File: config.mk
export PLATFORM = sky130hd
export DESIGN_NAME = immediate_gen
export DESIGN_NICKNAME = d
export VERILOG_FILES = /design/src/rtl/immediate_gen.sv
export SDC_FILE = /design/constraint.sdc
export NUM_CORES = 1
export LEC_CHECK = 0
export CORE_MARGIN = 5
export CORE_UTILIZATION = 30
export CTS_BUF_LIST = sky130_fd_sc_hd__clkbuf_8
export DETAILED_ROUTE_END_ITERATION = 10
export MAX_ROUTING_LAYER = met4
export SYNTH_ARGS = -nofsm -noshare
export SYNTH_HDL_FRONTEND = slang
export SYNTH_SLANG_ARGS = --single-unit
File: constraint.sdc
create_clock -name clk -period 2.6 [get_ports clk]
set_clock_uncertainty 0.15 [all_clocks]
set_input_delay 0.78 -clock clk [delete_from_list [all_inputs] [get_ports clk]]
set_output_delay 0.78 -clock clk [all_outputs]
set_load 0.005 [all_outputs]
File: src/rtl/immediate_gen.sv
// RV32I immediate generator: combinational extract/sign-extend by format select,
// plus a registered copy with a valid flag for pipelined or debug consumers.
module immediate_gen (
  input  logic        clk,
  input  logic        rst,
  input  logic [31:0] instr,
  input  logic [2:0]  ImmSel,
  input  logic        in_valid,
  output logic [31:0] imm_out,
  output logic        imm_illegal,
  output logic [31:0] imm_q,
  output logic        imm_q_valid
);

  localparam logic [2:0] SelI     = 3'b000;
  localparam logic [2:0] SelS     = 3'b001;
  localparam logic [2:0] SelB     = 3'b010;
  localparam logic [2:0] SelU     = 3'b011;
  localparam logic [2:0] SelJ     = 3'b100;
  localparam logic [2:0] SelShamt = 3'b101;
  localparam logic [2:0] SelZimm  = 3'b110;

  logic sign;
  assign sign = instr[31];

  always_comb begin
    imm_out     = 32'h0;
    imm_illegal = 1'b0;
    unique case (ImmSel)
      SelI:     imm_out = {{20{sign}}, instr[31:20]};
      SelS:     imm_out = {{20{sign}}, instr[31:25], instr[11:7]};
      SelB:     imm_out = {{19{sign}}, instr[31], instr[7], instr[30:25], instr[11:8], 1'b0};
      SelU:     imm_out = {instr[31:12], 12'h000};
      SelJ:     imm_out = {{11{sign}}, instr[31], instr[19:12], instr[20], instr[30:21], 1'b0};
      SelShamt: imm_out = {27'h0, instr[24:20]};
      SelZimm:  imm_out = {27'h0, instr[19:15]};
      default:  imm_illegal = 1'b1;
    endcase
  end

  // imm_q holds across invalid cycles; only the valid flag drops.
  always_ff @(posedge clk or posedge rst) begin
    if (rst) begin
      imm_q       <= 32'h0;
      imm_q_valid <= 1'b0;
    end else begin
      imm_q_valid <= in_valid;
      if (in_valid) begin
        imm_q <= imm_out;
      end
    end
  end

endmodule

# Yosys cells after proc, flatten, opt, wreduce, memory -nomap -nowiden
# Cells that the tools add are included.
word_totals:
  out_inout_bits: 66
  mem_count: 0
  mem_bits_rw: 0
  inputBits: 38
  latchBits: 0
  regBits: 33
  romBits: 0
op_classes:
  n_reduce_logical: 2
  n_bitwise: 0
  n_mux: 2
  div_mod_pow: 0
  n_addsub: 0
  n_mul: 0
  n_eq_ne: 6
  order_cmp: 0
  shifts: 0
ops:
  columns: ["cell", "count"]
  rows:
  - ["$pmux 32 s7", 1]
  - ["$eq 3x3->1 const B", 3]
  - ["$reduce_or 7->1", 1]
  - ["$eq 3x2->1 const B", 2]
  - ["$eq 3x1->1 const B", 1]
  - ["$logic_not 3->1", 1]
  - ["$mux 1", 1]

# Longest topological paths before layout
# Gate-level depths: netlist of run 1.
logic_depth:
  word_depth: 3
  depth_mapped: 5
  depth_no_buf: 3

# Worst setup path before layout of run 1
# OpenSTA, ideal clock, no wires.
synth_path:
  path_type: "input-to-output"
  startpoint: "input port ImmSel[0]"
  endpoint: "output port imm_out[1]"
  path_slack_ns: 0.009
  arrival_ns: 1.661
  t_required_ns: 1.670
  path_buffers: 1
  path_stages: 4
  cell_sequence: "buf_2 xor2_1 and2_1 a221o_1"
synth_via:
  elab_chain_len: 2
synth_lines:
  columns: ["item", "line", "rtl"]
  rows:
  - ["from (decl)", "7", "input logic [2:0] ImmSel,"]
  - ["$eq 3x3->1, or another cell as far along", "29", "unique case (ImmSel)"]
  - ["$pmux 32 s7 (*)", "29", null]
  - ["to (decl)", "9", "output logic [31:0] imm_out,"]
# Mark *: on every way between the ends. The rest lies on a longest branch, timed or not.

# Worst setup path in the final report of run 1
layout_path:
  startpoint: "input port ImmSel[0]"
  endpoint: "output port imm_out[2]"
# The elaborated chain is that of the path after synthesis.

==> results.cfg, run 1 <==
[layout]
layout-drive-gt1-share = 0.563
nets = 439
area.sequential_um2 = 826
fin_cells = 475
fin_util = 0.707
antennaDiodeCount = 0
fillerInstances = 422
multi_input_area_um2 = 1350
final_cell_mix = buf_4, clkdlybuf4s50_1, dfrtp_1, buf_6, nor2_1
final_common_cell = buf_4
syn_to_final_growth_pct = 126

[drt]
dr.pass1.iters = 4
drt-total-wl_um = 8210
first_iter_violations = 95
via_per_inst = 5.00
final_antenna_net_count = 0
wl_per_cell_um = 17.3
via_count = 2377
drc = 0

[grt]
grt_usage = 0.203
grt_max_degree = 34
antenna_found_initial = 0
grt_pass1_vias = 2411
grt_remaining_overflow = 0
grt_pass1_wl_um = 11900

[timing]
min_period_ns = 2.82
timing.final.ws_setup_ns = -0.224
fin_crit_sh = 1.09
finalHoldViolations = 0
timing.hold.ws_ns = 0.354
setup_viol = 31
slew_headroom = 0.712
worst_pin_slew_ns = 0.433
rsz0062_at_grt = true
tns_ns = -4.20
finalMaxSlewViolations = 0
fmax_ghz = 0.354

[power_and_ir_drop]
power_mw = 1.64
p_leak_nw = 1.99
net-switching-power_mw = 0.484
switching_share = 0.296
pwr-share-clk = 0.217
peakVddDrop_mv = 0.280
internal-power_mw = 1.15
p_seq_frac = 0.367
powerDensity_nw_per_um2 = 387
combinationalPowerShare = 0.416

[clock_network]
cts_buffer_depth = 2
h-tree-depth = 2
holdBufCountCts = 0
clock_latency_ns = 0.28
cts_buffers = 5
cts_root_buf = clkbuf_8
cts_tree = yes
clk_pin_slew_ns = 0.07
clkSinkCount = 33

[logic_synthesis]
synth-edff-count = 0
synthCells = 202
synth_cell_types = 36
netlist_area_um2 = 1870
seq_area_frac_synth = 0.441
yosys_warnings = 0
syn_area_per_cell_um2 = 9.27
ys.flop_type = dfrtp_1
async_flop_share = 1.00
synth-seq-cells = 33
syn_nets = 240

[floorplan]
io_pins = 104
die_height_um = 89.0
die_w_um = 89.0
design.die.area_um2 = 7920
start_util = 0.313
rows = 28
core-area_um2 = 5990

[worst_setup_path]
critPathKind = input pin to output pin
rr_worst_depth = 1
cp-end-kind = output pin
crit_start = ImmSel[0]
r2r_slack_ns = 1.67
worstPathArrival_ns = 1.89
critPathMaxFanout = 5
crit_path_start_kind = input pin
r2r_start = imm_q[7]
crit_required_ns = 1.67

[hold_path]
min_path_type = flop to flop
worstHoldStart = imm_q[3]
worstHoldPathCells = 1

[placed_design]
portBuffers = 96
numPlacedInstances = 417
routabilityCongestion = 0.896
place_hpwl_um = 5100

[outcome]
status = finished, violations left
violations = negative setup slack

[run]
maxCapViolCount = 0
[power groups by stage]
stage	clock (mW)	sequential (mW)	combinational (mW)
2_1_floorplan	0	0.611	0.174
3_3_place_gp	0	0.607	0.533
3_5_place_dp	0	0.609	0.533
4_1_cts	0.369	0.600	0.618
5_1_grt	0.382	0.607	0.725
6_report	0.356	0.600	0.681
[per-stage QoR]
step	instance area [µm²]	setup slack (ns)
global placement	3300	-0.976
finish	4230	-0.224
detailed placement	3300	-1.04
CTS	3960	-0.180
floorplan	1870	0.00925
global route	4230	-0.253
[kinds of logic after synthesis]
logic type | Yosys count | synth area share
buffers and inverters | 20 | 0.0601
AOI/OAI and AO/OA | 54 | 0.202
and+or+nand+nor | 84 | 0.232
adders and majority gates | 1 | 0.00601
xor gates and xnor gates | 1 | 0.00468
muxes | 9 | 0.0534
DFF | 33 | 0.441
[routing by layer]
| layer | track usage | vias up | wire, µm |
|---|---|---|---|
| met5 | - | - | 0 |
| met4 | 0.111 | 0 | 267 |
| met3 | 0.0286 | 20 | 339 |
| met2 | 0.323 | 84 | 4130 |
| met1 | 0.249 | 1139 | 3470 |
| li1 | - | 1134 | - |
[final cells by class]
cell class,count,area share
Timing Repair Buffer,207,0.440
Inverter,4,0.00591
Sequential cell,33,0.195
Tap cell,75,0.0222
Multi-Input combinational cell,150,0.320
Clock buffer,5,0.0163
Clock inverter,1,0.00118
[critical path: stages]
cell     delay [ns]
buf_6          0.10
buf_6          0.12
buf_6          0.11
xor2_2         0.15
and2_4         0.16
a221o_1        0.34
buf_2          0.13
[flip-flops by register name (all words and copies together), names as in the netlist]
register / flops
imm_q: 32
imm_q_valid: 1
[path summary, 6_finish.rpt]
path / endpoint
setup / recovery: imm_out[2]
hold / removal: imm_q[3]
setup reg to reg: imm_q[7]
hold reg to reg: imm_q[3]
max in group asynchronous: imm_q[5]
min in group asynchronous: imm_q[15]
[Yosys cell counts (2+ instances only)]
cell type	instances	area (µm²)
a21oi_1	4	20.0
a221o_1	8	80.1
a31oi_1	34	213
buf_2	6	30.0
buf_4	2	15.0
buf_6	3	33.8
clkbuf_1	5	18.8
dfrtp_1	33	826
inv_1	2	7.51
mux2_2	8	90.1
nand2_1	32	120
nand2b_1	4	25.0
nand3b_1	4	30.0
nor2_1	22	82.6
nor2b_1	10	62.6
nor3b_2	2	25.0
o22a_1	4	35.0
[timing repair]
action | CTS | global route
resized for setup | 236 | 46
gates cloned | 3 | 0
endpoints found under the setup margin | 33 | 33
pin swaps | 21 | 14
buffers inserted | 38 | 12
(Power assumes the default switching activity.)
==> inputs of run 2 (changes only) <==
--- a/config.mk
+++ b/config.mk
@@ -5,11 +5,12 @@
 export SDC_FILE = /design/constraint.sdc
 export NUM_CORES = 1
 export LEC_CHECK = 0
-export CORE_MARGIN = 5
+export ABC_AREA = 1
+export CORE_MARGIN = 1.5
 export CORE_UTILIZATION = 30
 export CTS_BUF_LIST = sky130_fd_sc_hd__clkbuf_8
 export DETAILED_ROUTE_END_ITERATION = 10
-export MAX_ROUTING_LAYER = met4
+export PLACE_DENSITY = 0.65
 export SYNTH_ARGS = -nofsm -noshare
 export SYNTH_HDL_FRONTEND = slang
 export SYNTH_SLANG_ARGS = --single-unit
==> results.cfg, run 2 <==
[timing]
finalHoldViolations = 0
rsz0062_at_grt = true
min_period_ns = 2.73
fin_crit_sh = 1.05
tns_ns = -0.908
setup_viol = 15
finalMaxSlewViolations = 0
slew_headroom = 0.715
fmax_ghz = 0.366
worst_pin_slew_ns = 0.427
timing.final.ws_setup_ns = -0.130

[logic_synthesis]
synth_area_leaders = dfrtp_1, nand2_1, nand3_2
yosysMostFrequentCell = nand2_1
ys.flop_type = dfrtp_1
yosys_warnings = 0
syn_area_per_cell_um2 = 8.40
synth_compound_area_frac = 0.0721
yosys.area_share.simple = 0.390
synth_fa_ha_area_frac = 0
yosys.area.top_type_share = 0.445
synth_mux_area_frac = 0
netlist_area_um2 = 1860
synth-edff-count = 0
synth_top_family_by_area = simple AND/OR/NAND/NOR gates
synthCells = 221
synth_common_cells = nand2_1, dfrtp_1, nand3_2
syn_nets = 259
async_flop_share = 1.00
synth-seq-cells = 33
seq_area_frac_synth = 0.445
synth_cell_types = 25
yosys.area.top_type = dfrtp_1
synthXorXnorAreaFrac = 0

[floorplan]
core-area_um2 = 5960
io_pins = 104
rows = 28
die_height_um = 81.7
start_util = 0.312
design.die.area_um2 = 6670
die_w_um = 81.7

[worst_setup_path]
cp_top_family = buffers and inverters
cp_common_cell = buf_6
critPathMaxFanout = 6
critPathBufInv = 6
slowest_delay_ns = 0.13
crit_path_start_kind = input pin
worstPathCellList = buf_6 > buf_6 > buf_8 > nor2_4 > nand2_4 > nand2_8 > buf_6 > buf_6 > nand2_2 > nand2_2 > buf_2
critPathKind = input pin to output pin
crit_path_top_delay_cell = buf_8
cp-end-kind = output pin
worstPathArrival_ns = 1.80
crit_required_ns = 1.67

[drt]
drt-total-wl_um = 6990
drc = 0
final_antenna_net_count = 0
wl_per_cell_um = 15.2
first_iter_violations = 108
via_count = 2157
via_per_inst = 4.69
dr.pass1.iters = 4

[clock_network]
cts_root_buf = clkbuf_8
cts_buffers = 5
cts_buffer_depth = 2
holdBufCountCts = 0
clkSinkCount = 33
h-tree-depth = 2
clk_pin_slew_ns = 0.06
clock_latency_ns = 0.28
cts_tree = yes

[layout]
syn_to_final_growth_pct = 102
layout-drive-gt1-share = 0.473
top_regs = imm_q x32, imm_q_valid x1
fin_cells = 460
final_common_cell = nand2_1
largest_reg_flops = 32
final_cell_mix = nand2_1, clkdlybuf4s50_1, buf_4
top_register = imm_q
nets = 422
antennaDiodeCount = 0

[grt]
antenna_found_initial = 0
grt_max_degree = 34
grt_pass1_wl_um = 10600
grt_remaining_overflow = 0
grt_usage = 0.210
grt_pass1_vias = 2162

[placed_design]
portBuffers = 96
dp_slack_ns = -0.727
routabilityCongestion = 0.757
place_hpwl_um = 4280
numPlacedInstances = 409

[outcome]
violations = negative setup slack
status = finished, violations left

[power_and_ir_drop]
peakVddDrop_mv = 0.274
p_leak_nw = 1.88
power_mw = 1.54
powerDensity_nw_per_um2 = 411

[hold_path]
min_path_type = flop to flop

[run]
maxCapViolCount = 0
-- run 2: changes by cell type in the layout (fill, tap and decap cells not counted), moves of 8 or more --
| cell | previous run | this run |
|---|---|---|
| nand3_2 | 1 | 11 |
| mux2_2 | 8 | 0 |
| nor2b_4 | 8 | 0 |
| buf_4 | 84 | 48 |
| a31oi_4 | 10 | 0 |
| nand4_1 | 0 | 9 |
| a31oi_1 | 20 | 10 |
| nor2_1 | 22 | 12 |
| a221o_1 | 8 | 0 |
| nand2_1 | 8 | 62 |
| nand3_4 | 0 | 14 |
-- run 2: repair_timing --
item | 4_1_cts | 5_1_grt
setup buffers | 44 | 4
setup endpoints to repair | 33 | 33
pin swaps | 13 | 14
gates resized for setup | 208 | 48
-- run 2: final timing paths --
| kind | slack (ns) | start | end | depth (start not counted) |
|---|---|---|---|---|
| max | -0.13 | ImmSel[1] | imm_out[16] | 11 |
| min | 0.33 | imm_q[3] | imm_q[3] | 2 |
| max reg2reg | 1.77 | imm_q[27] | imm_q[27] | 2 |
| min reg2reg | 0.33 | imm_q[3] | imm_q[3] | 2 |
| max in group asynchronous | 1.26 | rst | imm_q[14] | 3 |
| min in group asynchronous | 0.74 | rst | imm_q[9] | 3 |
-- run 2: worst reg2reg max path, delay by kind of cell (launching register included) --
| family | cells | cell delay (ns) |
|---|---|---|
| flops | 1 | 0.39 |
| compound gates | 1 | 0.05 |
| simple gates | 1 | 0.12 |
-- run 2: area by class of cell --
class                           instances  area (µm²)
Multi-Input combinational cell        162        1120
Inverter                               12        62.6
Timing Repair Buffer                  170        1570
Clock inverter                          3        13.8
Clock buffer                            5        68.8
Fill cell                             494        2200
Sequential cell                        33         826
Tap cell                               75        93.8
-- run 2: cell families after synthesis --
family	count (synthesis)
AO/OA/AOI/OAI	20
AND/OR/NAND/NOR	142
flip-flops	33
buffers and inverters	26
-- run 2: layer usage --
| layer | routed length [µm] | GRT usage | share of wire |
|---|---|---|---|
| met1 | 2760 | 0.248 | 0.39 |
| met2 | 3630 | 0.371 | 0.52 |
| met3 | 459 | 0.0522 | 0.066 |
| met4 | 147 | 0.0695 | 0.021 |
| met5 | 0 | 0 | 0 |
-- run 2: report_power, final --
part | switching [mW] | leakage [nW] | internal (mW)
Combinational | 0.250 | 1.42 | 0.332
Clock | 0.189 | 0.0491 | 0.181
Sequential | 0.0277 | 0.413 | 0.565
-- run 2: per-stage QoR --
stage                      util  hold slack (ns)  cell area, µm²
after floorplan               -            0.322            1860
after global placement    0.509            0.313            3030
after detailed placement  0.509            0.315            3030
after CTS                 0.595            0.332            3550
after global routing      0.630            0.353            3750
final                     0.630            0.328            3750
==> inputs of run 3 (changes only) <==
--- a/config.mk
+++ b/config.mk
@@ -10,7 +10,8 @@
 export CORE_UTILIZATION = 30
 export CTS_BUF_LIST = sky130_fd_sc_hd__clkbuf_8
 export DETAILED_ROUTE_END_ITERATION = 10
-export PLACE_DENSITY = 0.65
+export PLACE_DENSITY = 0.68
+export REMOVE_ABC_BUFFERS = 1
 export SYNTH_ARGS = -nofsm -noshare
 export SYNTH_HDL_FRONTEND = slang
 export SYNTH_SLANG_ARGS = --single-unit
==> constraint.sdc (replaced) <==
create_clock -name clk -period 2.5 [get_ports clk]
set_clock_uncertainty 0.15 [all_clocks]
set_input_delay 0.75 -clock clk [delete_from_list [all_inputs] [get_ports clk]]
set_output_delay 0.75 -clock clk [all_outputs]
set_load 0.005 [all_outputs]
==> results.cfg, run 3 (synthesis results as in run 2) <==
[worst_setup_path]
crit_required_ns = 1.60
crit_start = ImmSel[1]
critPathKind = input pin to output pin
cp_top_family = buffers and inverters
critPathMaxFanout = 5
worstPathArrival_ns = 1.66
rr_worst_depth = 2
cp-end-kind = output pin
crit_path_start_kind = input pin
slowest_delay_ns = 0.13
cp_common_cell = nand2_2
worstPathCellList = buf_12 > buf_8 > nor2_4 > nand2_4 > nand2_8 > buf_6 > nand2_2 > nand2_2 > buf_2
r2r_start = imm_q[27]
crit_path_top_delay_cell = nor2_4
critPathBufInv = 4
rr_endpoint = imm_q[27]
r2r_slack_ns = 1.67

[layout]
final_cell_mix = nand2_1, buf_4, clkdlybuf4s50_1
layout-drive-gt1-share = 0.500
fin_util = 0.636
largest_reg_flops = 32
antennaDiodeCount = 0
syn_to_final_growth_pct = 104
top_register = imm_q
top_regs = imm_q x32, imm_q_valid x1
nets = 431
fin_cells = 469
fin_area_um2 = 3780
fillerInstances = 500

[grt]
antenna_found_initial = 0
grt_max_degree = 34
grt_usage = 0.217
grt_pass1_wl_um = 10900
grt_remaining_overflow = 0
grt_pass1_vias = 2240

[timing]
tns_ns = -0.426
finalMaxSlewViolations = 0
rsz0062_at_grt = true
setup_viol = 18
slew_headroom = 0.702
worst_pin_slew_ns = 0.447
fmax_ghz = 0.391
min_period_ns = 2.56
fin_crit_sh = 1.02
timing.hold.ws_ns = 0.333
finalHoldViolations = 0
timing.final.ws_setup_ns = -0.0603

[floorplan]
design.die.area_um2 = 6670
die_height_um = 81.7
die_w_um = 81.7
rows = 28
start_util = 0.312
core-area_um2 = 5960
io_pins = 104

[power_and_ir_drop]
net-switching-power_mw = 0.491
peakVddDrop_mv = 0.230
p_seq_frac = 0.381
powerDensity_nw_per_um2 = 428
switching_share = 0.303
pwr-share-clk = 0.237
combinationalPowerShare = 0.382
power_mw = 1.62
internal-power_mw = 1.13
p_leak_nw = 1.96

[clock_network]
clock_latency_ns = 0.28
h-tree-depth = 2
cts_tree = yes
clk_pin_slew_ns = 0.07
cts_buffer_depth = 2
cts_root_buf = clkbuf_8
holdBufCountCts = 0
clkSinkCount = 33
cts_buffers = 5

[hold_path]
holdPathEnd = imm_q[18]
worstHoldStart = imm_q[18]
min_path_type = flop to flop
worstHoldPathCells = 2

[outcome]
violations = negative setup slack
status = finished, violations left

[placed_design]
numPlacedInstances = 412
place_area_um2 = 3070
dp_slack_ns = -0.885
routabilityCongestion = 0.814
portBuffers = 96
place_hpwl_um = 4320

[drt]
wl_per_cell_um = 15.6
drt-total-wl_um = 7310
via_per_inst = 4.73
drc = 0
dr.pass1.iters = 4
final_antenna_net_count = 0
via_count = 2219
first_iter_violations = 130

[run]
maxCapViolCount = 0
==> run 3: area by class of cell <==
cell class,instances,area [µm²],area share
Clock buffer,5,68.8,0.0182
Clock inverter,3,11.3,0.00298
Inverter,12,62.6,0.0165
Multi-Input combinational cell,162,1080,0.286
Sequential cell,33,826,0.218
Tap cell,75,93.8,0.0248
Timing Repair Buffer,179,1640,0.433
==> run 3: power by group through the flow <==
| stage | logic (mW) | clock network [mW] | registers [mW] |
|---|---|---|---|
| 6_report | 0.620 | 0.384 | 0.617 |
| 5_1_grt | 0.670 | 0.421 | 0.624 |
| 4_1_cts | 0.563 | 0.393 | 0.617 |
| 3_5_place_dp | 0.486 | 0 | 0.626 |
| 3_3_place_gp | 0.481 | 0 | 0.625 |
| 2_1_floorplan | 0.136 | 0 | 0.629 |
==> run 3: tightest hold or removal path: stages (launching register included) <==
cell,delay (ns)
dfrtp_1,0.35
nand2_1,0.06
nand2_1,0.05
==> run 3: worst max-delay path by stage <==
stage | slack, ns | end | cells past startpoint
floorplan | 0.19 | imm_out[1] | 5
global placement | -0.88 | imm_out[2] | 6
detailed placement | -0.88 | imm_out[15] | 8
CTS | -0.11 | imm_out[30] | 8
global route | -0.09 | imm_out[19] | 9
finish | -0.06 | imm_out[19] | 9
==> run 3: repair_timing <==
action | 4_1_cts | 5_1_grt
resized for setup | 210 | 58
gates cloned | 1 | 0
setup buffers | 44 | 9
endpoints found under the setup margin | 33 | 34
pin swaps | 14 | 12
==> run 3: layer usage <==
metal	vias to the layer above	wire [µm]	GRT usage
li1	1068	-	-
met1	1061	3050	0.265
met2	82	3740	0.379
met3	8	439	0.0500
met4	0	81	0.0661
met5	-	0	0
